File: config.mk
export PLATFORM = sky130hd
export DESIGN_NAME = uart_rx_ovs
export DESIGN_NICKNAME = d
export VERILOG_FILES = /design/src/rtl/uart_rx_ovs.sv
export SDC_FILE = /design/constraint.sdc
export NUM_CORES = 1
export LEC_CHECK = 0
export BUFFER_PORTS_ARGS = -buffer_cell sky130_fd_sc_hd__clkbuf_2
export CORE_ASPECT_RATIO = 2
export CORE_MARGIN = 1.5
export CORE_UTILIZATION = 40
export DETAILED_ROUTE_END_ITERATION = 8
export GPL_TIMING_DRIVEN = 0
export PLACE_DENSITY = 0.67
export SYNTH_ARGS = -nofsm -noshare
export SYNTH_HDL_FRONTEND = slang
export SYNTH_SLANG_ARGS = --single-unit
File: constraint.sdc
create_clock -name clk -period 4 [get_ports clk]
set_clock_uncertainty 0.15 [all_clocks]
set_input_delay 0.2 -clock clk [delete_from_list [all_inputs] [get_ports clk]]
set_output_delay 0.2 -clock clk [all_outputs]
set_load 0.005 [all_outputs]
File: src/rtl/uart_rx_ovs.sv
// rtl/uart_rx_ovs.sv - 16x oversampling UART receiver with majority vote and receive FIFO
//
// Optional feature macro: UART_RX_PARITY_EN (adds PARITY state and parity_err port).
//
// Ports:
//   clk        in   system clock, single domain
//   rstn       in   asynchronous active-low reset
//   rx         in   serial line, idle high, asynchronous to clk
//   data       out  FIFO head word, meaningful while valid=1
//   valid      out  FIFO not empty
//   ready      in   consumer pops the head word when valid && ready
//   frame_err  out  one-cycle pulse, stop bit sampled 0
//   overrun    out  one-cycle pulse, good frame dropped on a full FIFO
//   parity_err out  one-cycle pulse, parity mismatch (UART_RX_PARITY_EN only)
module uart_rx_ovs #(
  parameter int DIV        = 27,
  parameter int DATA_BITS  = 8,
  parameter int FIFO_DEPTH = 4,
  parameter int PARITY_ODD = 0
) (
  input  logic                 clk,
  input  logic                 rstn,
  input  logic                 rx,
  output logic [DATA_BITS-1:0] data,
  output logic                 valid,
  input  logic                 ready,
  output logic                 frame_err,
  output logic                 overrun
`ifdef UART_RX_PARITY_EN
  ,
  output logic                 parity_err
`endif
);

  localparam int AW = $clog2(FIFO_DEPTH);

  // Elaboration-time parameter legality checks.
  if (DIV < 2 || DIV > 65535) begin : g_bad_div
    $error("uart_rx_ovs: DIV out of range");
  end
  if (DATA_BITS < 5 || DATA_BITS > 8) begin : g_bad_data_bits
    $error("uart_rx_ovs: DATA_BITS out of range");
  end
  if (FIFO_DEPTH < 2 || FIFO_DEPTH > 64 || (1 << AW) != FIFO_DEPTH) begin : g_bad_depth
    $error("uart_rx_ovs: FIFO_DEPTH must be a power of two in 2..64");
  end
  if (PARITY_ODD != 0 && PARITY_ODD != 1) begin : g_bad_parity_odd
    $error("uart_rx_ovs: PARITY_ODD must be 0 or 1");
  end

  typedef enum logic [2:0] {
    IDLE,
    START,
    DATA,
`ifdef UART_RX_PARITY_EN
    PARITY,
`endif
    STOP,
    WAIT_HIGH
  } state_t;

  state_t               state;
  logic                 rx_m, rx_s, rx_d;
  logic [15:0]          div_cnt;
  logic [3:0]           tick_cnt;
  logic [3:0]           bit_cnt;
  logic                 s7, s8;
  logic [DATA_BITS-1:0] shreg;
`ifdef UART_RX_PARITY_EN
  logic                 par_bad;
`endif

  logic [DATA_BITS-1:0] mem [FIFO_DEPTH];
  logic [AW-1:0]        wr_ptr, rd_ptr;
  logic [AW:0]          count;

  logic tick, maj, stop_eval, good_frame, pop, full, push, drop;

  // Two-flop synchroniser plus one delayed copy for start-edge detection.
  always_ff @(posedge clk or negedge rstn) begin
    if (!rstn) begin
      rx_m <= 1'b1;
      rx_s <= 1'b1;
      rx_d <= 1'b1;
    end else begin
      rx_m <= rx;
      rx_s <= rx_m;
      rx_d <= rx_s;
    end
  end

  always_comb begin
    tick      = (div_cnt == 16'(DIV - 1));
    // Majority of the tick-7 and tick-8 samples and the live tick-9 value.
    maj       = (s7 & s8) | (s7 & rx_s) | (s8 & rx_s);
    stop_eval = (state == STOP) && tick && (tick_cnt == 4'd9);
`ifdef UART_RX_PARITY_EN
    good_frame = stop_eval && maj && !par_bad;
`else
    good_frame = stop_eval && maj;
`endif
    pop  = valid && ready;
    full = (count == (AW + 1)'(FIFO_DEPTH));
    // A pop in the same cycle frees the slot, so a full FIFO still accepts.
    push = good_frame && (!full || pop);
    drop = good_frame && full && !pop;
  end

  always_ff @(posedge clk or negedge rstn) begin
    if (!rstn) begin
      state     <= IDLE;
      div_cnt   <= '0;
      tick_cnt  <= '0;
      bit_cnt   <= '0;
      s7        <= 1'b1;
      s8        <= 1'b1;
      shreg     <= '0;
      frame_err <= 1'b0;
      overrun   <= 1'b0;
`ifdef UART_RX_PARITY_EN
      par_bad    <= 1'b0;
      parity_err <= 1'b0;
`endif
    end else begin
      frame_err <= 1'b0;
      overrun   <= 1'b0;
`ifdef UART_RX_PARITY_EN
      parity_err <= 1'b0;
`endif
      if (state != IDLE) begin
        div_cnt <= tick ? 16'd0 : div_cnt + 16'd1;
        if (tick) tick_cnt <= tick_cnt + 4'd1;
      end
      if (tick && tick_cnt == 4'd7) s7 <= rx_s;
      if (tick && tick_cnt == 4'd8) s8 <= rx_s;

      case (state)
        IDLE: begin
          if (rx_d && !rx_s) begin
            state    <= START;
            div_cnt  <= '0;
            tick_cnt <= '0;
          end
        end
        START: begin
          if (tick && tick_cnt == 4'd8) begin
            if (rx_s) begin
              state <= IDLE;
            end else begin
              state <= DATA;
              // All-ones marks the tail of the start bit still in progress;
              // it rolls over to bit 0 at the next tick 15.
              bit_cnt <= 4'hF;
            end
          end
        end
        DATA: begin
          if (tick) begin
            if (tick_cnt == 4'd9 && bit_cnt != 4'hF)
              shreg <= {maj, shreg[DATA_BITS-1:1]};
            if (tick_cnt == 4'd15) begin
              if (bit_cnt == 4'(DATA_BITS - 1)) begin
`ifdef UART_RX_PARITY_EN
                state <= PARITY;
`else
                state <= STOP;
`endif
              end
              bit_cnt <= bit_cnt + 4'd1;
            end
          end
        end
`ifdef UART_RX_PARITY_EN
        PARITY: begin
          if (tick && tick_cnt == 4'd9)
            par_bad <= ((^shreg) ^ maj) != (PARITY_ODD != 0);
          if (tick && tick_cnt == 4'd15)
            state <= STOP;
        end
`endif
        STOP: begin
          if (stop_eval) begin
            if (maj) begin
              state   <= IDLE;
              overrun <= drop;
`ifdef UART_RX_PARITY_EN
              parity_err <= par_bad;
`endif
            end else begin
              frame_err <= 1'b1;
              state     <= WAIT_HIGH;
            end
          end
        end
        WAIT_HIGH: begin
          // A held-low line (break) must not be read as further frames.
          if (rx_s) state <= IDLE;
        end
        default: state <= IDLE;
      endcase
    end
  end

  always_ff @(posedge clk or negedge rstn) begin
    if (!rstn) begin
      wr_ptr <= '0;
      rd_ptr <= '0;
      count  <= '0;
      for (int i = 0; i < FIFO_DEPTH; i++) mem[i] <= '0;
    end else begin
      if (push) begin
        mem[wr_ptr] <= shreg;
        wr_ptr      <= wr_ptr + 1'b1;
      end
      if (pop) rd_ptr <= rd_ptr + 1'b1;
      case ({push, pop})
        2'b10:   count <= count + 1'b1;
        2'b01:   count <= count - 1'b1;
        default: count <= count;
      endcase
    end
  end

  assign data  = mem[rd_ptr];
  assign valid = (count != '0);

endmodule

==> results of run 1 <==
cells by family (layout without fill, tap and decap cells):
| group | Yosys count | count (layout) | share of synthesized area [%] |
|---|---|---|---|
| compound gates | 34 | 34 | 5.82 |
| xor+xnor | 18 | 18 | 3.90 |
| fa+ha+maj | 12 | 12 | 3.84 |
| buf+inv | 20 | 52 | 1.98 |
| flops | 81 | 81 | 50.3 |
| mux | 54 | 54 | 18.7 |
| simple gates | 103 | 103 | 15.5 |
final cells by class:
cell class | instances | area [sq um] | area share [%]
Inverter | 9 | 33.8 | 0.731
Multi-Input combinational cell | 221 | 1930 | 41.8
Buffer | 11 | 46.3 | 1.00
Clock buffer | 12 | 246 | 5.33
Tap cell | 132 | 165 | 3.57
Sequential cell | 81 | 2030 | 44.0
Clock inverter | 4 | 52.6 | 1.14
Timing Repair Buffer | 16 | 115 | 2.49
sequential cells by signal, summed over array words and instances, names as in the netlist:
| signal | cells |
|---|---|
| s7 | 1 |
| bit_cnt | 4 |
| state | 3 |
| wr_ptr | 2 |
| mem | 32 |
| tick_cnt | 4 |
| s8 | 1 |
| rx_d | 1 |
| rx_m | 1 |
| rx_s | 1 |
| div_cnt | 16 |
| count | 3 |
| frame_err | 1 |
| shreg | 8 |
| rd_ptr | 2 |
| overrun | 1 |
per-layer routing:
layer / global-route usage [%] / wire (microns) / share of wire, %
met1: 16.2 / 3040 / 39
met2: 28.3 / 4360 / 56
met3: 3.61 / 198 / 2.5
met4: 8.33 / 233 / 3.0
met5: 0 / 0 / 0
per-stage QoR:
stage / worst slack [ns] / area (sq um) / power (mW) / util (%) / hold slack (ns)
floorplan: 1.29 / 4050 / 1.31 / - / -0.246
global placement: 0.975 / 4280 / 1.42 / 43.8 / 0.140
detailed placement: 0.883 / 4310 / 1.44 / 44.1 / 0.00202
CTS: 0.836 / 4620 / 2.28 / 47.4 / 0.140
global route: 0.585 / 4620 / 2.37 / 47.4 / 0.182
finish: 0.862 / 4620 / 2.25 / 47.4 / 0.149
path summary, 6_finish.rpt:
| check | from | endpoint | slack, ns | cells past startpoint |
|---|---|---|---|---|
| min in group asynchronous | rstn | mem[0] | 0.19 | 2 |
| worst min-delay path | ready | count[1] | 0.15 | 2 |
| max in group asynchronous | rstn | div_cnt[10] | 2.92 | 3 |
| worst min register to register | rx_m | rx_s | 0.21 | 0 |
| worst max register to register | div_cnt[0] | count[1] | 0.86 | 11 |
| worst max-delay path | div_cnt[0] | count[1] | 0.86 | 11 |
critical path, cell delays in order (launching register included):
cell      delay [ns]
dfrtp_1         0.43
inv_1           0.08
ha_1            0.14
nor3b_1         0.42
and4_2          0.27
buf_2           0.20
nand4_2         0.28
nand2_1         0.18
fa_1            0.48
nor3b_1         0.22
mux2i_1         0.10
o211ai_1        0.10
what timing repair did:
action | 4_1_cts | 5_1_grt
hold buffers | 2 | 0
gates resized for setup | 0 | 0
endpoints found under the hold margin | 23 | 0
setup endpoints to repair | 0 | 0
report_power, final:
part	internal [mW]	switching [mW]
Sequential	0.893	0.0898
Clock	0.502	0.324
Combinational	0.199	0.240
Total	1.59	0.654
Yosys cell counts, types with 2 or more instances:
cell type | number | area (sq um)
dfrtp_1 | 76 | 1900
mux2_2 | 26 | 293
nor2_1 | 25 | 93.8
nand2_1 | 18 | 67.6
mux2_4 | 16 | 240
nand3_1 | 15 | 75.1
ha_1 | 10 | 125
inv_1 | 9 | 33.8
xnor2_1 | 9 | 78.8
xor2_1 | 9 | 78.8
mux4_2 | 8 | 180
o21ai_0 | 8 | 40.0
clkbuf_1 | 6 | 22.5
a21oi_1 | 5 | 25.0
dfstp_2 | 5 | 131
nand4_1 | 5 | 31.3
nor3_1 | 5 | 25.0
and3_1 | 4 | 25.0
nand2_4 | 4 | 45.0
nor3b_1 | 4 | 30.0
o22a_1 | 4 | 35.0
a311oi_1 | 3 | 26.3
buf_2 | 3 | 15.0
a211oi_1 | 2 | 15.0
and2_1 | 2 | 12.5
mux2_1 | 2 | 22.5
mux2i_1 | 2 | 20.0
nor4_1 | 2 | 12.5
nor4_4 | 2 | 42.5
nor4b_1 | 2 | 17.5
o31ai_1 | 2 | 15.0
or3_1 | 2 | 12.5
==> results.toml, run 1 <==
[setup_path]
cp-end-kind = "flop"
crit_type = "flop to flop"
cp_data_required_time_ns = 4.10
critPathLaunchType = "flop"
path_max_fanout = 9
arrival_ns = 3.24

[global_routing]
grt_pass1_vias = 2847
gr-total-overflow = 0
grt_usage_pct = 15.9
antenna_found_initial = 0
grt_pass1_wl_mm = 13.1
grt_max_degree = 60

[routing]
viasPerCell = 5.42
finalWirelength_mm = 7.83
antenna_left = 0
wl_per_cell_microns = 16.1
route.detailed.drc = 0
drtIter0Drc = 147
dr.pass1.iters = 4
dr_total_vias = 2632

[placement]
place.gp.congestion = 0.800
hpwl_mm = 5.48
io_buffers = 13
dp_cells = 468

[sta]
clock.fmax_mhz = 319
finalHoldViolations = 0
tightest_slew_ns = 0.896
rsz0062_at_grt = "no"
finalSetupViolCount = 0
min_period_ns = 3.14
finalCritPeriodShare_pct = 78.5
finalSetupTns_ns = 0
relSlewSlack_pct = 39.8
final_max_slew_viol_count = 0

[synthesis]
synth_area_per_cell_sq_um = 12.6
synth_cell_type_count = 59
synth_edf_count = 0
ys.flop_type = "dfrtp_1"
syn_inst = 322
ys_seq_area_share_pct = 50.3
netlist_area_sq_um = 4050
ys_seq_elements = 81
synthesis.nets = 337
yosysWarnings = 0
ys_async_sr_fraction_pct = 100

[clock_tree]
clkTransAtPathRegs_ns = 0.06
cts_tree = "built"
cts_buffers = 9
clock_latency_ns = 0.34
cts_num_sinks = 81
cts_setup_buffers = 0
cts.htree.levels = 3
cts_root_buf = "clkbuf_16"
cts_buffer_depth = 2

[final_layout]
final_common_cell = "dfrtp_1"
antenna_cells = 0
nFillCells = 877
drive_gt1_share_pct = 28.5
layout_common_cells = "dfrtp_1 (76), mux2_2 (26), nor2_1 (25)"
area_delta_synth_final_pct = 14.3
fin_cells = 486
nets = 364

[floorplanning]
die_y_microns = 145
die-area_sq_um = 10800
io_pins = 15
dieWidth_microns = 74.1
start_util_pct = 41.4
rows = 51
coreArea_sq_um = 9760

[outcome]
status = "finished, final reports clean"

[power_and_ir_drop]
p_per_area_nw_per_um2 = 486
vdd_drop_max_v = 0.000262
leakage_nw = 2.23

[hold_path]
hold_path.class = "primary input to flop"

[run]
max_cap_viol_count = 0
(Power assumes the default switching activity.)
==> inputs of run 2 (changes only) <==
--- a/config.mk
+++ b/config.mk
@@ -5,13 +5,14 @@
 export SDC_FILE = /design/constraint.sdc
 export NUM_CORES = 1
 export LEC_CHECK = 0
+export ABC_AREA = 1
 export BUFFER_PORTS_ARGS = -buffer_cell sky130_fd_sc_hd__clkbuf_2
 export CORE_ASPECT_RATIO = 2
 export CORE_MARGIN = 1.5
 export CORE_UTILIZATION = 40
 export DETAILED_ROUTE_END_ITERATION = 8
 export GPL_TIMING_DRIVEN = 0
-export PLACE_DENSITY = 0.67
+export PLACE_DENSITY = 0.69
 export SYNTH_ARGS = -nofsm -noshare
 export SYNTH_HDL_FRONTEND = slang
 export SYNTH_SLANG_ARGS = --single-unit
==> constraint.sdc (replaced) <==
create_clock -name clk -period 2.6 [get_ports clk]
set_clock_uncertainty 0.15 [all_clocks]
set_input_delay 0.13 -clock clk [delete_from_list [all_inputs] [get_ports clk]]
set_output_delay 0.13 -clock clk [all_outputs]
set_load 0.005 [all_outputs]
==> results.toml, run 2 <==
[outcome]
status = "finished, final reports clean"

[synthesis]
ys_async_sr_fraction_pct = 100
yosysWarnings = 0
synth_common_cells = "nand2_1 (117), dfrtp_1 (76), inv_1 (56), nor2_1 (55), o21ai_0 (35)"
synth_cell_type_count = 37
ys.flop_type = "dfrtp_1"
ys_seq_area_share_pct = 48.7
syn_inst = 507
synth_area_per_cell_sq_um = 8.24
ys_seq_elements = 81
yosysMostFrequentCell = "nand2_1"
synth_edf_count = 0
netlist_area_sq_um = 4180
synthesis.nets = 522
yosysTopAreaCell = "dfrtp_1"
synth_top_area_share_pct = 45.5
synth.area.top_cells = "dfrtp_1 (46%), nand2_1 (11%), inv_1 (5.0%)"

[global_routing]
grt_pass1_vias = 3477
grt_pass1_wl_mm = 15.7
gr-total-overflow = 0
grt_usage_pct = 18.7
antenna_found_initial = 0
grt_max_degree = 67

[power_and_ir_drop]
p_sw_mw = 1.40
p_per_area_nw_per_um2 = 846
power.total_mw = 4.07
comb_power_share_pct = 29.0
leakage_nw = 2.28
vdd_drop_max_v = 0.000362
switching_share_pct = 34.4
p_seq_share_pct = 36.9
pwr-share-clk_pct = 34.1
intPower_mw = 2.67

[setup_path]
cpMaxStageDelayCell = "fa_1"
critPathLaunchType = "flop"
max_stage_delay_ns = 0.47
cp-end-kind = "flop"
crit_chain = "inv_1 -> ha_1 -> nand3_1 -> nor2_1 -> nand2_1 -> o21bai_1 -> fa_1 -> inv_1 -> nand2_1 -> o21ai_1"
crit_family = "adder cells"
arrival_ns = 2.51
reg2regPathDepth = 10
cp_data_required_time_ns = 2.71
path_buf_inv = 2
reg2reg_slack_ns = 0.20
crit_type = "flop to flop"
path_max_fanout = 3
cp.depth = 10

[routing]
drtIter0Drc = 219
wl_per_cell_microns = 14.1
dr.pass1.iters = 4
dr_total_vias = 3468
route.detailed.drc = 0
antenna_left = 0
finalWirelength_mm = 9.53
viasPerCell = 5.13

[clock_tree]
cts_tree = "built"
cts_buffer_depth = 2
clock_latency_ns = 0.34
cts_num_sinks = 81
cts_buffers = 9
clkTransAtPathRegs_ns = 0.06
cts_root_buf = "clkbuf_16"
cts_setup_buffers = 0
cts.htree.levels = 3

[hold_path]
hold_path.class = "primary input to async pin"

[sta]
min_period_ns = 2.40
relSlewSlack_pct = 65.0
finalHoldViolations = 0
final_max_slew_viol_count = 0
clock.fmax_mhz = 417
finalSetupViolCount = 0
finalSetupTns_ns = 0
finalCritPeriodShare_pct = 92.2
rsz0062_at_grt = "no"
tightest_slew_ns = 0.525

[placement]
place.gp.congestion = 0.855
hpwl_mm = 7.29
io_buffers = 14

[final_layout]
largest_register = "mem"
largest_reg_flops = 32
final_common_cell = "nand2_1"
drive_gt1_share_pct = 12.4
antenna_cells = 0
top_regs = "mem x32, div_cnt x16, shreg x8"
area_delta_synth_final_pct = 15.0
nets = 551
layout_common_cells = "nand2_1 (117), dfrtp_1 (76), inv_1 (56)"

[floorplanning]
io_pins = 15
coreArea_sq_um = 10100
rows = 52
die_y_microns = 147
die-area_sq_um = 11100
dieWidth_microns = 75.2
start_util_pct = 41.1

[run]
max_cap_viol_count = 0
-- run 2: power by group through the flow --
stage                     combinational (mW)  sequential (mW)  clock, mW
after CTS                               1.19             1.50       1.41
after global placement                  1.13             1.51          0
after detailed placement                1.19             1.52          0
final                                   1.18             1.50       1.39
after floorplan                        0.818             1.49          0
after global routing                    1.36             1.52       1.47
-- run 2: worst paths after layout --
check,startpoint,to
max,tick_cnt[1],count[1]
min,rstn,rd_ptr[1]
max reg2reg,tick_cnt[1],count[1]
min reg2reg,rx_m,rx_s
max in group asynchronous,rstn,s8
min in group clk,rx_m,rx_s
-- run 2: kinds of logic after synthesis --
family                     after synthesis  synth area share (%)
xor gates and xnor gates                 5                  1.05
AOI/OAI and AO/OA                       99                  13.4
buffers and inverters                   69                  7.16
adders and majority gates               11                  3.48
and+or+nand+nor                        242                  26.2
DFF                                     81                  48.7
-- run 2: timing repair --
action / CTS / global route
endpoints found under the hold margin: 80 / 0
hold buffers: 3 / 0
gates resized for setup: 0 / 0
-- run 2: layout make-up --
cell class	instances	area, sq um
Buffer	11	75.1
Clock inverter	6	90.1
Fill cell	1002	5350
Inverter	58	224
Timing Repair Buffer	18	130
Clock buffer	10	239
Multi-Input combinational cell	357	1840
Tap cell	135	169
Sequential cell	81	2030
-- run 2: metrics by stage --
step	area (sq um)	worst slack, ns	utilization [%]	hold WS [ns]	instances
floorplan	4180	0.598	-	-0.316	507
global placement	4410	0.250	43.5	0.0679	656
detailed placement	4440	0.214	43.8	-0.101	657
CTS	4800	0.173	47.3	0.0889	676
global route	4800	0.0399	47.3	0.106	676
finish	4800	0.203	47.3	0.0814	676
-- run 2: metal layers --
metal  up-vias  GRT usage, %  part of all wire [%]
li1       1719             -                     -
met1      1663          17.2                    36
met2        59          36.1                    57
met3        27          3.41                   1.8
met4         0          10.1                   4.4
met5         -             0                     0
==> inputs of run 3 (changes only) <==
--- a/config.mk
+++ b/config.mk
@@ -9,10 +9,10 @@
 export BUFFER_PORTS_ARGS = -buffer_cell sky130_fd_sc_hd__clkbuf_2
 export CORE_ASPECT_RATIO = 2
 export CORE_MARGIN = 1.5
-export CORE_UTILIZATION = 40
+export CORE_UTILIZATION = 50
 export DETAILED_ROUTE_END_ITERATION = 8
 export GPL_TIMING_DRIVEN = 0
-export PLACE_DENSITY = 0.69
+export PLACE_DENSITY = 0.8
 export SYNTH_ARGS = -nofsm -noshare
 export SYNTH_HDL_FRONTEND = slang
 export SYNTH_SLANG_ARGS = --single-unit
==> results.toml, run 3 (synthesis results as in run 2) <==
[final_layout]
drive_gt1_share_pct = 12.4
layout_common_cells = "nand2_1 (117), dfrtp_1 (76), inv_1 (56)"
largest_register = "mem"
antenna_cells = 0
top_regs = "mem x32, div_cnt x16, shreg x8"
final_common_cell = "nand2_1"
area_delta_synth_final_pct = 13.2
final_area_sq_um = 4730
nets = 550
largest_reg_flops = 32

[setup_path]
cpMaxStageDelayCell = "dfstp_2"
arrival_ns = 2.49
path_max_fanout = 4
cp-end-kind = "flop"
crit_chain = "nand2_1 -> a21oi_1 -> nand2_1 -> o21bai_1 -> fa_1 -> inv_1 -> nand2_1 -> o21ai_1"
reg2regPathDepth = 8
max_stage_delay_ns = 0.56
critPathLaunchType = "flop"
cp_data_required_time_ns = 2.71
reg2reg_slack_ns = 0.22
crit_type = "flop to flop"
crit_top_cell = "nand2_1"

[routing]
antenna_left = 0
dr.pass1.iters = 5
finalWirelength_mm = 9.16
route.detailed.drc = 0
dr_total_vias = 3461
viasPerCell = 5.42
wl_per_cell_microns = 14.4
drtIter0Drc = 131

[power_and_ir_drop]
vdd_drop_max_v = 0.000433
leakage_nw = 2.26
p_per_area_nw_per_um2 = 834

[sta]
finalHoldViolations = 0
relSlewSlack_pct = 64.0
rsz0062_at_grt = "no"
clock.fmax_mhz = 421
finalSetupTns_ns = 0
min_period_ns = 2.38
finalSetupViolCount = 0
finalCritPeriodShare_pct = 91.4
tightest_slew_ns = 0.539
final_max_slew_viol_count = 0
fin_ws_ns = 0.223

[floorplanning]
io_pins = 15
dieWidth_microns = 67.6
start_util_pct = 51.1
rows = 47
die-area_sq_um = 8940
die_y_microns = 132
coreArea_sq_um = 8170

[placement]
post-place-ws_ns = 0.229
hpwl_mm = 7.03
io_buffers = 14
place.gp.congestion = 0.880
place_area_sq_um = 4400

[global_routing]
antenna_found_initial = 0
grt_pass1_wl_mm = 16.1
grt_usage_pct = 23.5
grt_max_degree = 57
gr-total-overflow = 0
grt_pass1_vias = 3538

[clock_tree]
clock_latency_ns = 0.34
cts_num_sinks = 81
post_cts_resized = 0
cts_tree = "built"
cts_buffers = 9
cts.htree.levels = 3
cts_buffer_depth = 2
cts_root_buf = "clkbuf_16"
clkTransAtPathRegs_ns = 0.06

[outcome]
status = "finished, final reports clean"

[hold_path]
hold_path.class = "primary input to async pin"

[run]
max_cap_viol_count = 0
## run 3: path summary, 6_finish.rpt
kind | from | to
setup reg to reg | rx_s | count[1]
min in group clk | rx_m | rx_s
max in group asynchronous | rstn | s8
setup / recovery | rx_s | count[1]
hold reg to reg | rx_m | rx_s
hold / removal | rstn | mem[11]
## run 3: cell type report
| type | instances | area, sq um |
|---|---|---|
| Clock inverter | 7 | 76.3 |
| Tap cell | 98 | 123 |
| Fill cell | 716 | 3450 |
| Multi-Input combinational cell | 357 | 1840 |
| Inverter | 58 | 224 |
| Buffer | 10 | 71.3 |
| Timing Repair Buffer | 18 | 130 |
| Clock buffer | 9 | 225 |
| Sequential cell | 81 | 2030 |
## run 3: layer usage
layer | share of wire [%] | global-route usage (%) | up-vias
met1 | 36 | 22.5 | 1672
met3 | 2.2 | 5.38 | 16
met5 | 0 | 0 | -
met2 | 59 | 42.9 | 54
met4 | 2.7 | 13.5 | 0
li1 | - | - | 1719
## run 3: critical path, delay by kind of cell, from the launching register on
| family | cells | cell delay, ns |
|---|---|---|
| AOI/OAI and AO/OA | 3 | 0.72 |
| adders and majority gates | 1 | 0.47 |
| buffers and inverters | 1 | 0.07 |
| DFF | 1 | 0.56 |
| and+or+nand+nor | 3 | 0.35 |
## run 3: timing repair
item / in CTS / in global routing
hold endpoints to repair: 81 / 0
hold buffers: 3 / 0
setup buffers: 0 / 0
setup endpoints to repair: 0 / 2
## run 3: power by group
group | total, mW | switching (mW) | internal [mW]
clock | 1.28 | 0.524 | 0.751
sequential | 1.50 | 0.115 | 1.39
combinational | 1.16 | 0.757 | 0.406
total | 3.94 | 1.40 | 2.54
## run 3: through the flow
stage / instances / power [mW] / hold slack (ns) / utilization [%]
6_report: 638 / 3.94 / 0.126 / 57.8
2_1_floorplan: 507 / 2.31 / -0.316 / -
3_3_place_gp: 619 / 2.63 / 0.0709 / 53.4
5_1_grt: 638 / 4.24 / 0.176 / 57.8
4_1_cts: 639 / 3.98 / 0.131 / 57.9
3_5_place_dp: 620 / 2.69 / -0.0459 / 53.8
